File: config.mk
export PLATFORM = sky130hd
export DESIGN_NAME = noc_input_port_requester
export DESIGN_NICKNAME = d
export VERILOG_FILES = /design/src/rtl/noc_input_port_requester_pkg.sv /design/src/rtl/noc_input_port_requester_vc_fsm.sv /design/src/rtl/noc_input_port_requester.sv
export SDC_FILE = /design/constraint.sdc
export NUM_CORES = 1
export LEC_CHECK = 0
export ABC_CLOCK_PERIOD_IN_PS = 5400
export BUFFER_PORTS_ARGS = -buffer_cell sky130_fd_sc_hd__clkbuf_2
export CAP_MARGIN = 15
export CELL_PAD_IN_SITES_DETAIL_PLACEMENT = 1
export CELL_PAD_IN_SITES_GLOBAL_PLACEMENT = 1
export CORE_MARGIN = 2
export CORE_UTILIZATION = 34
export CTS_BUF_LIST = sky130_fd_sc_hd__clkbuf_2 sky130_fd_sc_hd__clkbuf_4 sky130_fd_sc_hd__clkbuf_8
export CTS_CLUSTER_SIZE = 20
export DETAILED_ROUTE_END_ITERATION = 7
export GPL_ROUTABILITY_DRIVEN = 1
export PLACE_DENSITY = 0.89
export SETUP_SLACK_MARGIN = 0.2
export SKIP_LAST_GASP = 1
export SLEW_MARGIN = 40
export SYNTH_ARGS = -nofsm -noshare
export SYNTH_HDL_FRONTEND = slang
export SYNTH_HIERARCHICAL = 1
export SYNTH_SLANG_ARGS = --single-unit
File: constraint.sdc
create_clock -name noc_clk -period 5.4 [get_ports noc_clk]
set_input_delay 0.27 -clock noc_clk [delete_from_list [all_inputs] [get_ports noc_clk]]
set_output_delay 0.27 -clock noc_clk [all_outputs]
set_load 0.01 [all_outputs]
File: src/rtl/noc_input_port_requester_pkg.sv
// Shared types, constants and the XY routing helper for the input-port requester.
// Port numbering and flit-field offsets used by every router input port.
package noc_input_port_requester_pkg;

  localparam int NOC_VC_CHANNEL  = 2;
  localparam int NOC_FLIT_WIDTH  = 16;
  localparam int NOC_X_W         = 4;
  localparam int NOC_Y_W         = 4;
  localparam int NOC_DEST_X_LSB  = 0;
  localparam int NOC_NUM_PORTS   = 5;
  localparam int NOC_COORD_MAX_W = 16;

  localparam int PORT_LOCAL = 0;
  localparam int PORT_NORTH = 1;
  localparam int PORT_SOUTH = 2;
  localparam int PORT_EAST  = 3;
  localparam int PORT_WEST  = 4;

  typedef enum logic [1:0] {
    FLIT_BODY   = 2'b00,
    FLIT_HEAD   = 2'b01,
    FLIT_TAIL   = 2'b10,
    FLIT_SINGLE = 2'b11
  } noc_flit_type_e;

  typedef enum logic [1:0] {
    VC_IDLE = 2'b00,
    VC_REQ  = 2'b01,
    VC_SEND = 2'b10
  } vc_state_e;

  // Coordinates arrive zero-extended so the comparison stays unsigned at any width.
  function automatic logic [NOC_NUM_PORTS-1:0] noc_xy_route(
    input logic [NOC_COORD_MAX_W-1:0] dest_x,
    input logic [NOC_COORD_MAX_W-1:0] dest_y,
    input logic [NOC_COORD_MAX_W-1:0] cur_x,
    input logic [NOC_COORD_MAX_W-1:0] cur_y
  );
    logic [NOC_NUM_PORTS-1:0] route;
    route = 5'b00000;
    if (dest_x > cur_x) begin
      route[PORT_EAST] = 1'b1;
    end else if (dest_x < cur_x) begin
      route[PORT_WEST] = 1'b1;
    end else if (dest_y > cur_y) begin
      route[PORT_NORTH] = 1'b1;
    end else if (dest_y < cur_y) begin
      route[PORT_SOUTH] = 1'b1;
    end else begin
      route[PORT_LOCAL] = 1'b1;
    end
    return route;
  endfunction

  function automatic logic noc_flit_is_head(input noc_flit_type_e ftype);
    case (ftype)
      FLIT_HEAD, FLIT_SINGLE: return 1'b1;
      default:                return 1'b0;
    endcase
  endfunction

  function automatic logic noc_flit_is_tail(input noc_flit_type_e ftype);
    case (ftype)
      FLIT_TAIL, FLIT_SINGLE: return 1'b1;
      default:                return 1'b0;
    endcase
  endfunction

endpackage

File: src/rtl/noc_input_port_requester_vc_fsm.sv
// One virtual channel's request/grant/stream FSM with its registered output-port choice.
module noc_vc_request_fsm
  import noc_input_port_requester_pkg::*;
#(
  parameter int X_W = NOC_X_W,
  parameter int Y_W = NOC_Y_W
) (
  input  logic                     clk,
  input  logic                     rst_n,
  input  logic [X_W-1:0]           cur_x,
  input  logic [Y_W-1:0]           cur_y,
  input  logic                     valid,
  input  logic [1:0]               flit_type,
  input  logic [X_W-1:0]           dest_x,
  input  logic [Y_W-1:0]           dest_y,
  input  logic [NOC_NUM_PORTS-1:0] grant,
  input  logic                     out_ready,
  output logic                     pop,
  output logic [NOC_NUM_PORTS-1:0] request,
  output logic [NOC_NUM_PORTS-1:0] free,
  output logic                     flit_valid,
  output logic [NOC_NUM_PORTS-1:0] port_sel,
  output logic                     error
);

  vc_state_e                state_q, state_d;
  logic [NOC_NUM_PORTS-1:0] port_q, port_d;
  logic                     head_done_q, head_done_d;
  logic                     error_q, error_d;

  logic                     is_head_s;
  logic                     is_tail_s;
  logic                     grant_s;
  logic                     new_pkt_s;
  logic                     fire_s;
  logic [NOC_NUM_PORTS-1:0] route_s;

  assign is_head_s = noc_flit_is_head(noc_flit_type_e'(flit_type));
  assign is_tail_s = noc_flit_is_tail(noc_flit_type_e'(flit_type));
  assign route_s   = noc_xy_route(NOC_COORD_MAX_W'(dest_x), NOC_COORD_MAX_W'(dest_y),
                                  NOC_COORD_MAX_W'(cur_x),  NOC_COORD_MAX_W'(cur_y));
  assign grant_s   = |(grant & port_q);
  // Once the head has gone out, another head means the previous packet lost its tail.
  assign new_pkt_s = valid & is_head_s & head_done_q;
  assign fire_s    = (state_q == VC_SEND) & valid & grant_s & out_ready & ~new_pkt_s;
  assign error     = error_q;

  // Next-state and per-cycle handshake outputs.
  always_comb begin
    state_d     = state_q;
    port_d      = port_q;
    head_done_d = head_done_q;
    error_d     = error_q;
    pop         = 1'b0;
    request     = 5'b00000;
    free        = 5'b00000;
    flit_valid  = 1'b0;
    port_sel    = 5'b00000;
    case (state_q)
      VC_IDLE: begin
        if (valid && is_head_s) begin
          port_d      = route_s;
          head_done_d = 1'b0;
          state_d     = VC_REQ;
        end else if (valid) begin
          pop     = 1'b1;
          error_d = 1'b1;
        end else begin
          state_d = VC_IDLE;
        end
      end
      VC_REQ: begin
        request = port_q;
        if (grant_s) begin
          state_d = VC_SEND;
        end else begin
          state_d = VC_REQ;
        end
      end
      VC_SEND: begin
        request  = port_q;
        port_sel = port_q;
        if (new_pkt_s) begin
          free    = port_q;
          error_d = 1'b1;
          port_d  = 5'b00000;
          state_d = VC_IDLE;
        end else begin
          flit_valid = valid & grant_s;
          if (fire_s) begin
            pop         = 1'b1;
            head_done_d = 1'b1;
            if (is_tail_s) begin
              free    = port_q;
              port_d  = 5'b00000;
              state_d = VC_IDLE;
            end else begin
              state_d = VC_SEND;
            end
          end else begin
            state_d = VC_SEND;
          end
        end
      end
      default: begin
        state_d = VC_IDLE;
        port_d  = 5'b00000;
      end
    endcase
  end

  // State, port choice, head-sent marker and sticky error.
  always_ff @(posedge clk or negedge rst_n) begin
    if (!rst_n) begin
      state_q     <= VC_IDLE;
      port_q      <= 5'b00000;
      head_done_q <= 1'b0;
      error_q     <= 1'b0;
    end else begin
      state_q     <= state_d;
      port_q      <= port_d;
      head_done_q <= head_done_d;
      error_q     <= error_d;
    end
  end

endmodule

File: src/rtl/noc_input_port_requester.sv
// Router input-port requester: one independent request FSM per VC, with the
// port-major request/grant/free buses transposed to and from VC-major form.
module noc_input_port_requester
  import noc_input_port_requester_pkg::*;
#(
  parameter int CHANNELS = NOC_VC_CHANNEL,
  parameter int FLIT_W   = NOC_FLIT_WIDTH,
  parameter int X_W      = NOC_X_W,
  parameter int Y_W      = NOC_Y_W
) (
  input  logic                                    noc_clk,
  input  logic                                    noc_rst_n,
  input  logic [X_W-1:0]                          cur_x,
  input  logic [Y_W-1:0]                          cur_y,
  input  logic [CHANNELS-1:0]                     i_valid,
  input  logic [CHANNELS-1:0][FLIT_W-1:0]         i_flit,
  output logic [CHANNELS-1:0]                     o_pop,
  output logic [NOC_NUM_PORTS-1:0][CHANNELS-1:0]  o_request,
  output logic [NOC_NUM_PORTS-1:0][CHANNELS-1:0]  o_free,
  input  logic [NOC_NUM_PORTS-1:0][CHANNELS-1:0]  i_grant,
  input  logic [CHANNELS-1:0]                     i_out_ready,
  output logic [CHANNELS-1:0]                     o_flit_valid,
  output logic [CHANNELS-1:0][FLIT_W-1:0]         o_flit,
  output logic [CHANNELS-1:0][NOC_NUM_PORTS-1:0]  o_port_sel,
  output logic [CHANNELS-1:0]                     o_error
);

  logic [CHANNELS-1:0][NOC_NUM_PORTS-1:0] grant_s;
  logic [CHANNELS-1:0][NOC_NUM_PORTS-1:0] req_s;
  logic [CHANNELS-1:0][NOC_NUM_PORTS-1:0] free_s;

  assign o_flit = i_flit;

  // Port-major <-> VC-major reshuffle of the arbitration buses.
  always_comb begin
    grant_s   = '0;
    o_request = '0;
    o_free    = '0;
    for (int v = 0; v < CHANNELS; v++) begin
      for (int p = 0; p < NOC_NUM_PORTS; p++) begin
        grant_s[v][p]   = i_grant[p][v];
        o_request[p][v] = req_s[v][p];
        o_free[p][v]    = free_s[v][p];
      end
    end
  end

  for (genvar gv = 0; gv < CHANNELS; gv++) begin : g_vc
    noc_vc_request_fsm #(
      .X_W (X_W),
      .Y_W (Y_W)
    ) u_fsm (
      .clk        (noc_clk),
      .rst_n      (noc_rst_n),
      .cur_x      (cur_x),
      .cur_y      (cur_y),
      .valid      (i_valid[gv]),
      .flit_type  (i_flit[gv][FLIT_W-1 -: 2]),
      .dest_x     (i_flit[gv][NOC_DEST_X_LSB +: X_W]),
      .dest_y     (i_flit[gv][NOC_DEST_X_LSB + X_W +: Y_W]),
      .grant      (grant_s[gv]),
      .out_ready  (i_out_ready[gv]),
      .pop        (o_pop[gv]),
      .request    (req_s[gv]),
      .free       (free_s[gv]),
      .flit_valid (o_flit_valid[gv]),
      .port_sel   (o_port_sel[gv]),
      .error      (o_error[gv])
    );
  end

endmodule

### Word-level counts from Yosys, hierarchy flattened

Index checks and enable logic that the tools add are counted.

* order comparisons: 8
* equality and inequality tests: 28
* mux-type cells: 90
* bitwise operators: 20
* reduce and logical (&&, ||, !) cells: 20

Operator list (count)
* $mux W5: 20
* $mux W1: 44
* $pmux W5 S3: 2
* $mux W2: 12
* $reduce_and A4 Y1: 6
* $gt A4 B4 Y1: 4
* $lt A4 B4 Y1: 4
* $and A1 B1 Y1: 14
* $eq A2 B2 Y1 const B: 6
* $mux W3: 4
* $ne A2 B1 Y1 const B: 6
* $ne A2 B2 Y1 const B: 6
* $ne A3 B1 Y1 const B: 4
* $pmux W1 S2: 6
* $pmux W2 S3: 2
* $reduce_or A2 Y1: 6
* $and A5 B5 Y5: 2
* $reduce_or A5 Y1: 2
* $eq A2 B1 Y1 const B: 4
* $ne A3 B2 Y1 const B: 2
* $logic_not A2 Y1: 2
* $not A1 Y1: 4
* $reduce_bool A2 Y1: 2
* $logic_and A1 B1 Y1: 2

* bits in registers: 18
* bits of input ports: 56
* word-level logic and storage cells: 174

### Longest topological paths before layout

* word-level depth: 10
* depth in mapped cells: 6
* mapped depth without buffers: 6

### Cells and area by module

Netlist, hierarchy kept.

Modules (own cells, without submodules)
* noc_vc_request_fsm: instances 2, cells an instance 112, area an instance 940.9 µm², seq. area each 225.2 µm²
* noc_input_port_requester: instances 1, cells an instance 32, area an instance 240.2 µm², seq. area each 0.0 µm²

### Worst setup path after synthesis

OpenSTA, ideal clock, no wires.

* kind: register to register
* from: register g_vc[0].u_fsm.state_q[0]
* to: register g_vc[0].u_fsm.port_q[0]
* setup time: 110 ps
* data arrival time: 1700 ps
* required time: 5290 ps
* slack: 3590 ps
* cell stages (with the launch flop): 6
* buffers on the path: 0
* cell sequence: dfrtp_1 > inv_1 > ha_1 > a221o_2 > o22a_4 > o41ai_1

* cells in the longest elaborated chain, start to end: 7
* elaborated cells between the ends (all ways): 13

RTL lines
* start, declared: RTL line noc_input_port_requester_vc_fsm.sv:26 `vc_state_e state_q, state_d;`
* start signal, assigned: RTL line noc_input_port_requester_vc_fsm.sv:120 `state_q <= state_d;`
* $eq A2 B2 Y1: RTL line noc_input_port_requester_vc_fsm.sv:45, noc_input_port_requester_vc_fsm.sv:59
* $and A1 B1 Y1 (4 in series): RTL line noc_input_port_requester_vc_fsm.sv:45 `assign fire_s = (state_q == VC_SEND) & valid & grant_s & out_ready & ~new_pkt_s;`
* $ne A3 B1 Y1 (no source line)
* $reduce_and A4 Y1 (no source line)
* end signal, assigned: RTL line noc_input_port_requester_vc_fsm.sv:121 `port_q <= port_d;`
* end, declared: RTL line noc_input_port_requester_vc_fsm.sv:27 `logic [NOC_NUM_PORTS-1:0] port_q, port_d;`

Parallel ways exist; a longest one is shown, timed or not.
A chain may end at the register's enable or synchronous reset.

==> impl_metrics.py <==
metrics = {
    "outcome": {
        "status": "finished, final reports clean",
    },
    "routing": {
        "drt-initial-drc-count": 80,
        "ant_nets": 0,
        "wl_per_cell_um": 15.4,
        "drc_errors": 0,
        "num_vias": 2086,
        "viasPerCell": 5.23,
        "firstDrtPassIters": 4,
        "drt_wl_total_um": 6130,
    },
    "power_and_ir_drop": {
        "p_per_area_mw_per_mm2": 232,
        "ir_drop_mv": 0.0825,
        "cellLeakagePower_nw": 1.36,
    },
    "critical_path": {
        "critPathLaunchType": "flip-flop",
        "endpoint_kind": "output pin",
        "r2r_start": "g_vc[0].u_fsm/state_q[1]",
        "critPathLaunch": "g_vc[1].u_fsm/state_q[0]",
        "path_class": "flip-flop to output pin",
        "required_ns": 5.13,
        "path_max_fanout": 13,
        "worstPathArrival_ns": 1.91,
    },
    "floorplanning": {
        "initial_utilization_pct": 35.4,
        "core_mm2": 0.00599,
        "fp.dieW_um": 83,
        "die_y_um": 83,
        "die_area_mm2": 0.00689,
        "ioPinCount": 124,
        "num_rows": 28,
    },
    "clock_network": {
        "worst_skew_pair.late_latency_ns": 0.25,
        "cts.path.max_buffers": 2,
        "htreeDepth": 1,
        "post-cts-setup-buffers": 0,
        "cts_tree": "yes",
        "cts_sinks": 18,
        "cts_buffers": 3,
        "cts-root-buf": "clkbuf_8",
        "path_clk_slew_ns": 0.07,
        "post_cts_resized": 0,
        "cts_hold_buffers": 1,
    },
    "layout": {
        "syn2layout_area_growth_pct": 18.8,
        "nNetsFinal": 405,
        "drive_above_1_share_pct": 39.8,
        "seq_area_um2": 450,
        "num_antenna_cells": 0,
        "nFillCells": 773,
        "multi_input_comb_area_mm2": 0.00130,
    },
    "synthesis": {
        "seq_area_frac_synth_pct": 21.2,
        "syn-num-nets": 336,
        "yosysWarningCount": 6,
        "synth_area_mm2": 0.00212,
        "ys.flop_type": "dfrtp_1",
        "synth.area.top_cells": "dfrtp_1, ha_1, buf_4, and2_1, inv_1",
        "synth-async-reset-ratio_pct": 100,
        "syn_avg_cell_area_um2": 8.29,
        "synth_top_cells_by_count": "buf_4, inv_1, ha_1",
        "synth.most_common_cell": "buf_4",
        "synth_cell_type_count": 35,
        "synth_top_cell_by_area": "dfrtp_1",
        "ys_ff_latch": 18,
        "syn-instance-count": 256,
        "synth_top_area_share_pct": 21.2,
        "synth_edf_count": 0,
    },
    "sta": {
        "grt_setup_unrepaired": "no",
        "finalCritPeriodShare_pct": 40.5,
        "finalHoldViolCount": 0,
        "drv_slew": 0,
        "timing.fmax_mhz": 458,
        "setup_viol": 0,
        "fin_tns_setup_ns": 0,
        "finalCriticalPeriod_ns": 2.18,
        "fin_hold_ws_ns": 0.378,
        "skew_ns": 0.000652,
        "layout_setup_ws_ns": 3.22,
        "worstMarginPinSlew_ns": 0.496,
        "timing.slew.headroom_pct": 66.9,
    },
    "global_route": {
        "use_met1_pct": 19.1,
        "busiest_layer": "met2",
        "grtUsageTotal_pct": 17.8,
        "use_met2_pct": 35.0,
        "grt_max_degree": 19,
        "overflow": 0,
        "antenna_found_initial": 0,
        "grt_pass1_vias": 2204,
        "use_met3_pct": 2.39,
        "grt_pass1_wl_um": 10300,
    },
    "min_path": {
        "hold_start": "i_valid[1]",
        "min_path_type": "input pin to flip-flop",
    },
    "placement": {
        "io_buffers": 99,
        "place_ws_ns": 3.45,
        "dp_hpwl_um": 5220,
        "place.gp.congestion": 0.863,
    },
    "job": {
        "cap_violations": 0,
    },
}
-- cells by family after synthesis --
group | count (synthesis) | share of synthesized area, %
simple gates | 78 | 20.6
buf+inv | 66 | 17.3
compound gates | 64 | 23.6
mux | 6 | 3.07
fa+ha+maj | 24 | 14.2
flops | 18 | 21.2
-- worst max-delay path: stages (launching register included) --
cell	delay, ns
dfrtp_1	0.41
inv_1	0.09
ha_1	0.40
nand2_1	0.10
a21oi_1	0.32
and2_1	0.20
clkbuf_2	0.15
-- layout make-up --
cell class	instances	area share [%]
Tap cell	75	3.72
Multi-Input combinational cell	172	51.7
Clock buffer	4	2.18
Timing Repair Buffer	100	20.0
Inverter	30	4.47
Sequential cell	18	17.9
-- metal layers --
metal	up-vias	share of wire, %
met4	0	2.6
li1	1010	-
met2	53	54
met3	16	4.2
met5	-	0
met1	1007	39
-- flip-flops by register name, indices dropped and copies added, names as in the netlist --
register / count
g_vc.u_fsm/port_q: 10
g_vc.u_fsm/state_q: 4
g_vc.u_fsm/error: 2
g_vc.u_fsm/head_done_q: 2
-- final timing paths --
kind / to / slack [ns] / depth (start not counted)
hold / removal: g_vc[1].u_fsm/error / 0.38 / 2
max in group asynchronous: g_vc[0].u_fsm/port_q[2] / 4.59 / 2
setup reg to reg: g_vc[0].u_fsm/port_q[3] / 3.43 / 6
setup / recovery: o_free[1] / 3.22 / 6
hold reg to reg: g_vc[1].u_fsm/error / 0.46 / 1
min in group asynchronous: g_vc[0].u_fsm/state_q[1] / 0.49 / 2
-- cell usage in the layout (no fill, tap or decap), drive strengths merged, types with 4 or more instances in the layout --
cell type	netlist	routed
and2	32	32
mux2	4	4
ha	24	24
o221ai	6	6
a21boi	4	4
nor2b	4	4
a21o	4	4
a21oi	14	14
and3	4	4
nand3	6	6
o21a	6	6
nand2	20	20
o41ai	4	4
inv	30	30
clkbuf	4	103
nand4	6	6
nor2	4	4
dfrtp	18	18
o21ai	6	6
-- through the flow --
stage / area (µm²) / power (W) / util, % / cells
after floorplan: 2120 / 0.000386 / - / 256
after global placement: 2460 / 0.000460 / 41.0 / 394
after detailed placement: 2460 / 0.000474 / 41.0 / 394
after CTS: 2520 / 0.000591 / 42.1 / 399
after global routing: 2520 / 0.000632 / 42.1 / 399
final: 2520 / 0.000584 / 42.1 / 399
-- where the power goes --
group	switching (W)	total (W)	internal, W	leakage, nW
clock network	0.0000467	0.000112	0.0000648	0.0288
logic	0.000163	0.000289	0.000126	1.10
registers	0.0000249	0.000184	0.000159	0.231
total	0.000234	0.000584	0.000349	1.36
No activity file was read; power rests on OpenSTA's default activity.
